[src/rtl/triangle_generator.sv]
// triangle_generator: steps a level between 0 and max_value on each accepted
// step pulse, dwelling HOLD extra steps at peak and trough, and drives a PWM
// output whose duty cycle follows the level.
module triangle_generator #(
  parameter int N    = 8,
  parameter int HOLD = 0
) (
  input  logic         clk,
  input  logic         rst,
  input  logic         ena,
  input  logic         step,
  input  logic [N-1:0] max_value,
  output logic [N-1:0] level,
  output logic         rising,
  output logic         cycle_done,
  output logic         pwm
);

  typedef enum logic [1:0] {
    UP          = 2'd0,
    HOLD_TOP    = 2'd1,
    DOWN        = 2'd2,
    HOLD_BOTTOM = 2'd3
  } state_t;

  localparam logic [N-1:0] ONE     = N'(1);
  localparam logic [N-1:0] ZERO    = '0;
  localparam logic [7:0]   HOLD_C  = 8'(HOLD);
  localparam bit           NO_HOLD = (HOLD == 0);

  state_t       state;
  logic [7:0]   hold_cnt;
  logic [N-1:0] pwm_cnt;

  // Triangle FSM: level, state, dwell counter, direction and period marker
  // only move on accepted steps; cycle_done is a one-clock pulse.
  always_ff @(posedge clk) begin
    if (rst) begin
      state      <= UP;
      level      <= ZERO;
      hold_cnt   <= 8'd0;
      rising     <= 1'b1;
      cycle_done <= 1'b0;
    end else if (ena) begin
      cycle_done <= 1'b0;
      if (step) begin
        if (level > max_value) begin
          // max_value dropped below the current level: snap to the new peak
          level <= max_value;
          if (NO_HOLD) begin
            state  <= DOWN;
            rising <= 1'b0;
          end else begin
            state    <= HOLD_TOP;
            hold_cnt <= 8'd1;
            rising   <= 1'b1;
          end
        end else if (max_value == ZERO) begin
          // Degenerate triangle: park at 0 and restart upward
          level  <= ZERO;
          state  <= UP;
          rising <= 1'b1;
        end else begin
          case (state)
            UP: begin
              if (level < max_value) begin
                level <= level + ONE;
              end else if (NO_HOLD) begin
                level  <= level - ONE;
                state  <= DOWN;
                rising <= 1'b0;
              end else begin
                state    <= HOLD_TOP;
                hold_cnt <= 8'd1;
              end
            end
            HOLD_TOP: begin
              if (hold_cnt == HOLD_C) begin
                level  <= level - ONE;
                state  <= DOWN;
                rising <= 1'b0;
              end else begin
                hold_cnt <= hold_cnt + 8'd1;
              end
            end
            DOWN: begin
              if (level != ZERO) begin
                level <= level - ONE;
              end else if (NO_HOLD) begin
                level      <= ONE;
                state      <= UP;
                rising     <= 1'b1;
                cycle_done <= 1'b1;
              end else begin
                state    <= HOLD_BOTTOM;
                hold_cnt <= 8'd1;
              end
            end
            HOLD_BOTTOM: begin
              if (hold_cnt == HOLD_C) begin
                level      <= ONE;
                state      <= UP;
                rising     <= 1'b1;
                cycle_done <= 1'b1;
              end else begin
                hold_cnt <= hold_cnt + 8'd1;
              end
            end
            default: begin
              state <= UP;
            end
          endcase
        end
      end
    end
  end

  // PWM: free-running counter compared against level; output forced low
  // while disabled, counter frozen.
  always_ff @(posedge clk) begin
    if (rst) begin
      pwm_cnt <= ZERO;
      pwm     <= 1'b0;
    end else if (ena) begin
      pwm_cnt <= pwm_cnt + ONE;
      pwm     <= (pwm_cnt < level);
    end else begin
      pwm <= 1'b0;
    end
  end

endmodule

[config.mk]
export PLATFORM = sky130hd
export DESIGN_NAME = triangle_generator
export DESIGN_NICKNAME = d
export VERILOG_FILES = /design/src/rtl/triangle_generator.sv
export SDC_FILE = /design/constraint.sdc
export NUM_CORES = 1
export LEC_CHECK = 0
export ABC_AREA = 1
export ABC_CLOCK_PERIOD_IN_PS = 3800
export CAP_MARGIN = 25
export CORE_ASPECT_RATIO = 0.9
export CORE_UTILIZATION = 33
export CTS_BUF_LIST = sky130_fd_sc_hd__clkbuf_8
export CTS_CLUSTER_SIZE = 24
export DETAILED_ROUTE_END_ITERATION = 10
export GPL_TIMING_DRIVEN = 0
export PLACE_DENSITY_LB_ADDON = 0.25
export RECOVER_POWER = 50
export SLEW_MARGIN = 30
export SYNTH_ARGS = -nofsm -noshare
export SYNTH_HDL_FRONTEND = slang
export SYNTH_SLANG_ARGS = --single-unit
[constraint.sdc]
create_clock -name clk -period 3.8 [get_ports clk]
set_clock_uncertainty 0.2 [all_clocks]
set_input_delay 0.57 -clock clk [delete_from_list [all_inputs] [get_ports clk]]
set_output_delay 0.57 -clock clk [all_outputs]
set_load 0.01 [all_outputs]
; Word level (Yosys, flattened, before mapping)
; Index checks and enable logic that the tools add are counted.
[totals]
reg_bits = 29
in_bits = 12
output_inout_bits = 11
elab_cells = 65
[op_classes]
n_addsub = 4
order_cmp = 3
eq_ne = 8
n_mux = 29
bitwise_logic = 4
reduce_logical = 10
[op_table]
columns = op, n
row1 = 8-bit two-way mux, 8
row2 = 8-bit one-hot mux with 4 select lines, 1
row3 = "8-bit by 1-bit adder with 8-bit output, second input constant", 3
row4 = 8-bit zero test, 2
row5 = 8-bit less-than comparator, 2
row6 = "4-bit != test, second input constant", 4
row7 = 2-bit two-way mux, 6
row8 = 6-bit AND reduction, 2
row9 = 1-bit two-way mux, 11
row10 = 8-bit greater-than comparator, 1
row11 = 2-bit one-hot mux with 4 select lines, 1
row12 = 8-bit nonzero test, 1
row13 = "8-bit by 1-bit subtractor with 8-bit output, second input constant", 1
row14 = 2-bit OR reduction, 3
row15 = "2-bit == test, second input constant", 2
row16 = 1-bit inverter, 4
row17 = 1-bit one-hot mux with 4 select lines, 1
row18 = 4-bit AND reduction, 1
row19 = "2-bit by 1-bit == test with 1-bit output, second input constant", 1
row20 = 2-bit zero test, 1
row21 = "2-bit != test, second input constant", 1
row22 = 1-bit one-hot mux with 2 select lines, 1

; Depth between registers and ports, before layout
[depth]
depth_word = 6
ltp_mapped = 14
mapped_depth_nobuf = 14

; Worst setup path after synthesis
; OpenSTA, ideal clock, no wires.
[synth_timing]
kind = input-to-reg
start = in max_value[7]
end = reg state[1]
setup_time_ns = 0.070
arrival_time_ns = 1.768
required_ns = 3.530
setup_slack_ns = 1.762
cell_stages = 10
n_path_buf = 0
path_cell_list = inv_1 ha_1 a21o_1 nor2_4 nand2_2 nand2_4 nand3_2 nand2_1 nand2_1 a21oi_1
[synth_between]
elab_chain_len = 3
word_cells_on_any_way = 10
classes_between = 2 x order compare / 4 x eq/ne / 2 x mux / 2 x reduce/logical
[synth_rtl]
columns = element, line_no
row1 = from (decl), 12  ; input logic [N-1:0] max_value,
row2 = 8-bit greater-than comparator (tied with other cells), 47  ; if (level > max_value) begin
row3 = 4-bit != test (no line) / 2-bit two-way mux (equally long branches), n/a
row4 = 6-bit AND reduction (no line) / 2-bit two-way mux (equally long branches), n/a
row5 = to (signal assigned), 51  ; state <= DOWN;
row6 = to (signal assigned), 54  ; state <= HOLD_TOP;
row7 = to (signal assigned), 61  ; state <= UP;
row8 = to (decl), 31  ; state_t state;
; Several ways; a longest one is shown, not always the timed one.
; A chain may end at the register's enable or synchronous reset.

; Worst setup path in the final report
[layout_timing]
start = in max_value[7]
end = reg cycle_done
[layout_between]
elab_chain_len = 4
word_cells_on_any_way = 5
classes_between = 1 x order compare / 3 x mux / 1 x reduce/logical
[layout_rtl]
columns = element, line_no
row1 = branches (longest 2 deep; another with 8-bit greater-than comparator), n/a
row2 = 1-bit two-way mux (*), 47
row3 = 1-bit two-way mux (*), 46  ; if (step) begin
row4 = to (signal assigned), 43  ; cycle_done <= 1'b0;
row5 = to (signal assigned), 45  ; cycle_done <= 1'b0;
row6 = to (signal assigned), 93  ; cycle_done <= 1'b1;
row7 = to (decl), 15  ; output logic cycle_done,
; Every way passes the cells marked *.

==> summary.md <==
| Metric | Value |
|---|---|
| Synth-to-layout area growth | 20.80% |
| Routed via count | 1630 |
| Drt wl/cell | 11.74 um |
| Yosys synthesis warning count | 0 |
| Number of sinks on the clock net | 20 |
| Post-route ant nets | 0 |
| Max Clock Freq | between 400 and 500 MHz |
| Leading area contributor after synthesis | sky130_fd_sc_hd__dfxtp_1 |
| Clock slew at reported path FFs | ~0.080 ns |
| Vias in the first global route | 1430 |
| Maximum capacitance violations | 0 |
| RSZ-0062 raised after global routing | no |
| Biggest area contributors in the synthesized netlist | sky130_fd_sc_hd__dfxtp_1 (23%), sky130_fd_sc_hd__ha_1 (14%), sky130_fd_sc_hd__nand2_1 (9.6%) |
| Clock root buffer | sky130_fd_sc_hd__clkbuf_8 |
| Clk_lat worst skew | ~0.27 ns |
| Total power draw | 0.0005934 W |
| Floorplan die width | 77.97 um |
| CTS tree | done |
| Sort of element at the end of the critical path | flop |
| Sum Neg Setup Slack | 0 ns |
| Initial antenna violation count | 0 |
| Max Slew Vio Count | 0 |
| Total length of routed wires | 4040 um |
| Power density cells | between 200 and 300 nW/um^2 |
| Post-synth net total | roughly 280 |
| Boundary Pins | 23 |
| WP data arrival | between 2 and 2.5 ns |
| Global-route wire length before repair | around 6900 um |
| Worst-case setup slack after placement | 1.070 ns |
| Nature of the critical path startpoint | primary input |
| Final antenna diode count | 0 |
| Minimum setup slack in the final design | roughly 1.3 ns |
| Data required time at the worst endpoint | 3.80 ns |
| Number of detailed-routing iterations run before antenna repair | 4 |
| Vias per inst | 4.738 |
| Largest fanout on the critical path | 9 |
| Synth unique cells | 31 |
| Yosys reg bits | 20 |
| Final hold vios | 0 |
| Top cell type's share of synthesized area | between 20% and 30% |
| Post-DP HPWL | approximately 3200 um |
| Number of setup violations in the final report | 0 |
| Clock buffers created by TritonCTS | 3 |
| Post-CTS setup-driven buffer insertion count | 0 |
| Final standard cell count with taps included and fillers excluded | about 340 |
| Post-synthesis cell area | between 1500 and 2000 um^2 |
| CTS H-tree lvls | 1 |
| Kind of path behind the tightest hold check | reg -> reg |
| Post-cts sizing count | 0 |
| Height of the chip | between 70 and 80 um |
| Initial standard-cell utilization of the core | between 30% and 40% |
| Clock period minus final worst setup slack | roughly 2.5 ns |
| Area of the die | about 5500 um^2 |
| Tightest hold margin | 0.2692 ns |
| Residual DRC | 0 |
| GRT Resource Usage Total | between 10% and 20% |
| P_leak | between 1 and 1.5 nW |
| Cts hold-fix bufs | 0 |
| Area of the core | approximately 5000 um^2 |
| Port-buffer cells | 22 |
| Run status | finished, final reports clean |
| Cell count after placement | 340 |
| Worst-margin pin slew | between 0.5 and 0.6 ns |
| Tcrit/Tclk final | between 60% and 70% |
| Rel. slew slack | between 60% and 70% |
| Pin count of the biggest net entering global routing | 12 |
| Peak supply drop | 148.2 uV |
| Gate Count Post-Synth | 253 |
| Std cell rows | 24 |
| Weighted congestion at the end of routability-driven global placement | about 0.8 |
| GRT overflow | 0 |
| Crit Path Category | in -> reg |
| Proportion of synthesized chip area in sequential cells | 23.36% |
| Number of buffers between clock root and the deepest sink | 2 |
| Fraction of final layout cells sized beyond drive strength 1 | a little over a tenth |
| Avg Synthesized Cell Area | around 6.8 um^2 |
| Final net count | roughly 310 |
| Number of DRC markers after the initial detailed-route iteration | 96 |
-- worst max-delay path, stage by stage --
cell and delay [ns]:
sky130_fd_sc_hd__clkdlybuf4s50_1 0.45, sky130_fd_sc_hd__inv_1 0.08, sky130_fd_sc_hd__ha_1 0.32, sky130_fd_sc_hd__a21o_1 0.21, sky130_fd_sc_hd__nor2_4 0.16, sky130_fd_sc_hd__nand2_2 0.12, sky130_fd_sc_hd__a21oi_4 0.28, sky130_fd_sc_hd__nand3_1 0.12
sky130_fd_sc_hd__a21oi_1 0.13
-- routing by layer --
metal  up-vias  GRT usage (%)  routed length [um]
met5         -              0                   0
met4         0          4.938                  53
met3         5          3.529                 154
met2        28          23.60                1638
met1       716          23.78                2192
li1        881              -                   -
-- per-stage QoR --
step                utilization, %  cell area, um^2
CTS                          42.05             2071
floorplan                        -             1714
global route                 42.05             2071
finish                       42.05             2071
detailed placement           40.93             2016
global placement             40.93             2016
-- power by group --
part           internal (W)  switching, W  total (W)
Sequential         0.000220     0.0000157   0.000236
Clock             0.0000925     0.0000760   0.000169
Combinational     0.0000794      0.000110   0.000189
-- area by class of cell --
cell class                 count  area (um^2)
fill                         544         2854
multi-input combinational    182         1107
sequential                    20        400.4
timing repair buffer          22        220.2
inverter                      47        190.2
tap                           65        81.33
clock buffer                   4        55.05
buffer                         4        16.27
-- cells in the final DEF (no fill, tap or decap), types with 2 or more instances in the layout --
cell type and count:
sky130_fd_sc_hd__nand2_2 5, sky130_fd_sc_hd__xor2_1 7, sky130_fd_sc_hd__ha_1 19, sky130_fd_sc_hd__a21oi_2 2, sky130_fd_sc_hd__a31oi_1 3, sky130_fd_sc_hd__clkbuf_8 4, sky130_fd_sc_hd__dfxtp_1 20, sky130_fd_sc_hd__nor3_1 2
sky130_fd_sc_hd__nor2_2 3, sky130_fd_sc_hd__nand3_2 4, sky130_fd_sc_hd__a21o_1 2, sky130_fd_sc_hd__o21ai_0 15, sky130_fd_sc_hd__nor2_1 17, sky130_fd_sc_hd__nand3_1 15, sky130_fd_sc_hd__o21ai_1 13, sky130_fd_sc_hd__nand2_1 44
sky130_fd_sc_hd__a21oi_1 16, sky130_fd_sc_hd__inv_1 40, sky130_fd_sc_hd__clkdlybuf4s50_1 12, sky130_fd_sc_hd__nand4_1 6, sky130_fd_sc_hd__clkbuf_1 3, sky130_fd_sc_hd__nor2_4 2, sky130_fd_sc_hd__dlygate4sd3_1 10, sky130_fd_sc_hd__inv_2 5
-- final timing paths --
check / from / end / slack (ns) / depth (start not counted)
worst max-delay path: max_value[7] / cycle_done / 1.35 / 9
worst min-delay path: cycle_done / cycle_done / 0.27 / 2
worst max register to register: level[3] / cycle_done / 1.65 / 10
worst min register to register: cycle_done / cycle_done / 0.27 / 2
-- cells by family (layout without fill, tap and decap cells) --
kind of cell / count (synthesis) / count (layout) / synth area share, %
AND/OR/NAND/NOR: 100 / 100 / 28.47
adder cells (fa/ha/maj): 19 / 19 / 13.87
flip-flops: 20 / 20 / 23.36
buffers and inverters: 51 / 77 / 12.04
AO/OA/AOI/OAI: 55 / 55 / 18.18
XOR/XNOR: 8 / 8 / 4.088
-- Yosys cell counts --
cell	number
sky130_fd_sc_hd__o21ai_1	13
sky130_fd_sc_hd__nand3_1	15
sky130_fd_sc_hd__a211oi_1	1
sky130_fd_sc_hd__nand4_2	1
sky130_fd_sc_hd__a21oi_4	1
sky130_fd_sc_hd__nand4_1	6
sky130_fd_sc_hd__nand3_2	4
sky130_fd_sc_hd__inv_2	5
sky130_fd_sc_hd__buf_2	1
sky130_fd_sc_hd__nor2_2	3
sky130_fd_sc_hd__a21oi_1	16
sky130_fd_sc_hd__clkbuf_1	3
sky130_fd_sc_hd__a21oi_2	2
sky130_fd_sc_hd__o21ai_0	15
sky130_fd_sc_hd__a2111oi_0	1
sky130_fd_sc_hd__a31oi_1	3
sky130_fd_sc_hd__bufinv_8	1
sky130_fd_sc_hd__xor2_1	7
sky130_fd_sc_hd__o21a_1	1
sky130_fd_sc_hd__nand2_2	5
sky130_fd_sc_hd__dfxtp_1	20
sky130_fd_sc_hd__nor3_1	2
sky130_fd_sc_hd__nor2_4	2
sky130_fd_sc_hd__a21o_1	2
sky130_fd_sc_hd__xnor2_1	1
sky130_fd_sc_hd__nand2_4	1
sky130_fd_sc_hd__inv_1	40
sky130_fd_sc_hd__ha_1	19
sky130_fd_sc_hd__clkinv_1	1
sky130_fd_sc_hd__nand2_1	44
sky130_fd_sc_hd__nor2_1	17
-- flip-flops by register name (all words and copies together) (netlist names) --
name / count
cycle_done: 1
level: 8
pwm: 1
pwm_cnt: 8
rising: 1
state: 1
Note: power is estimated with default switching activity, not from simulation.
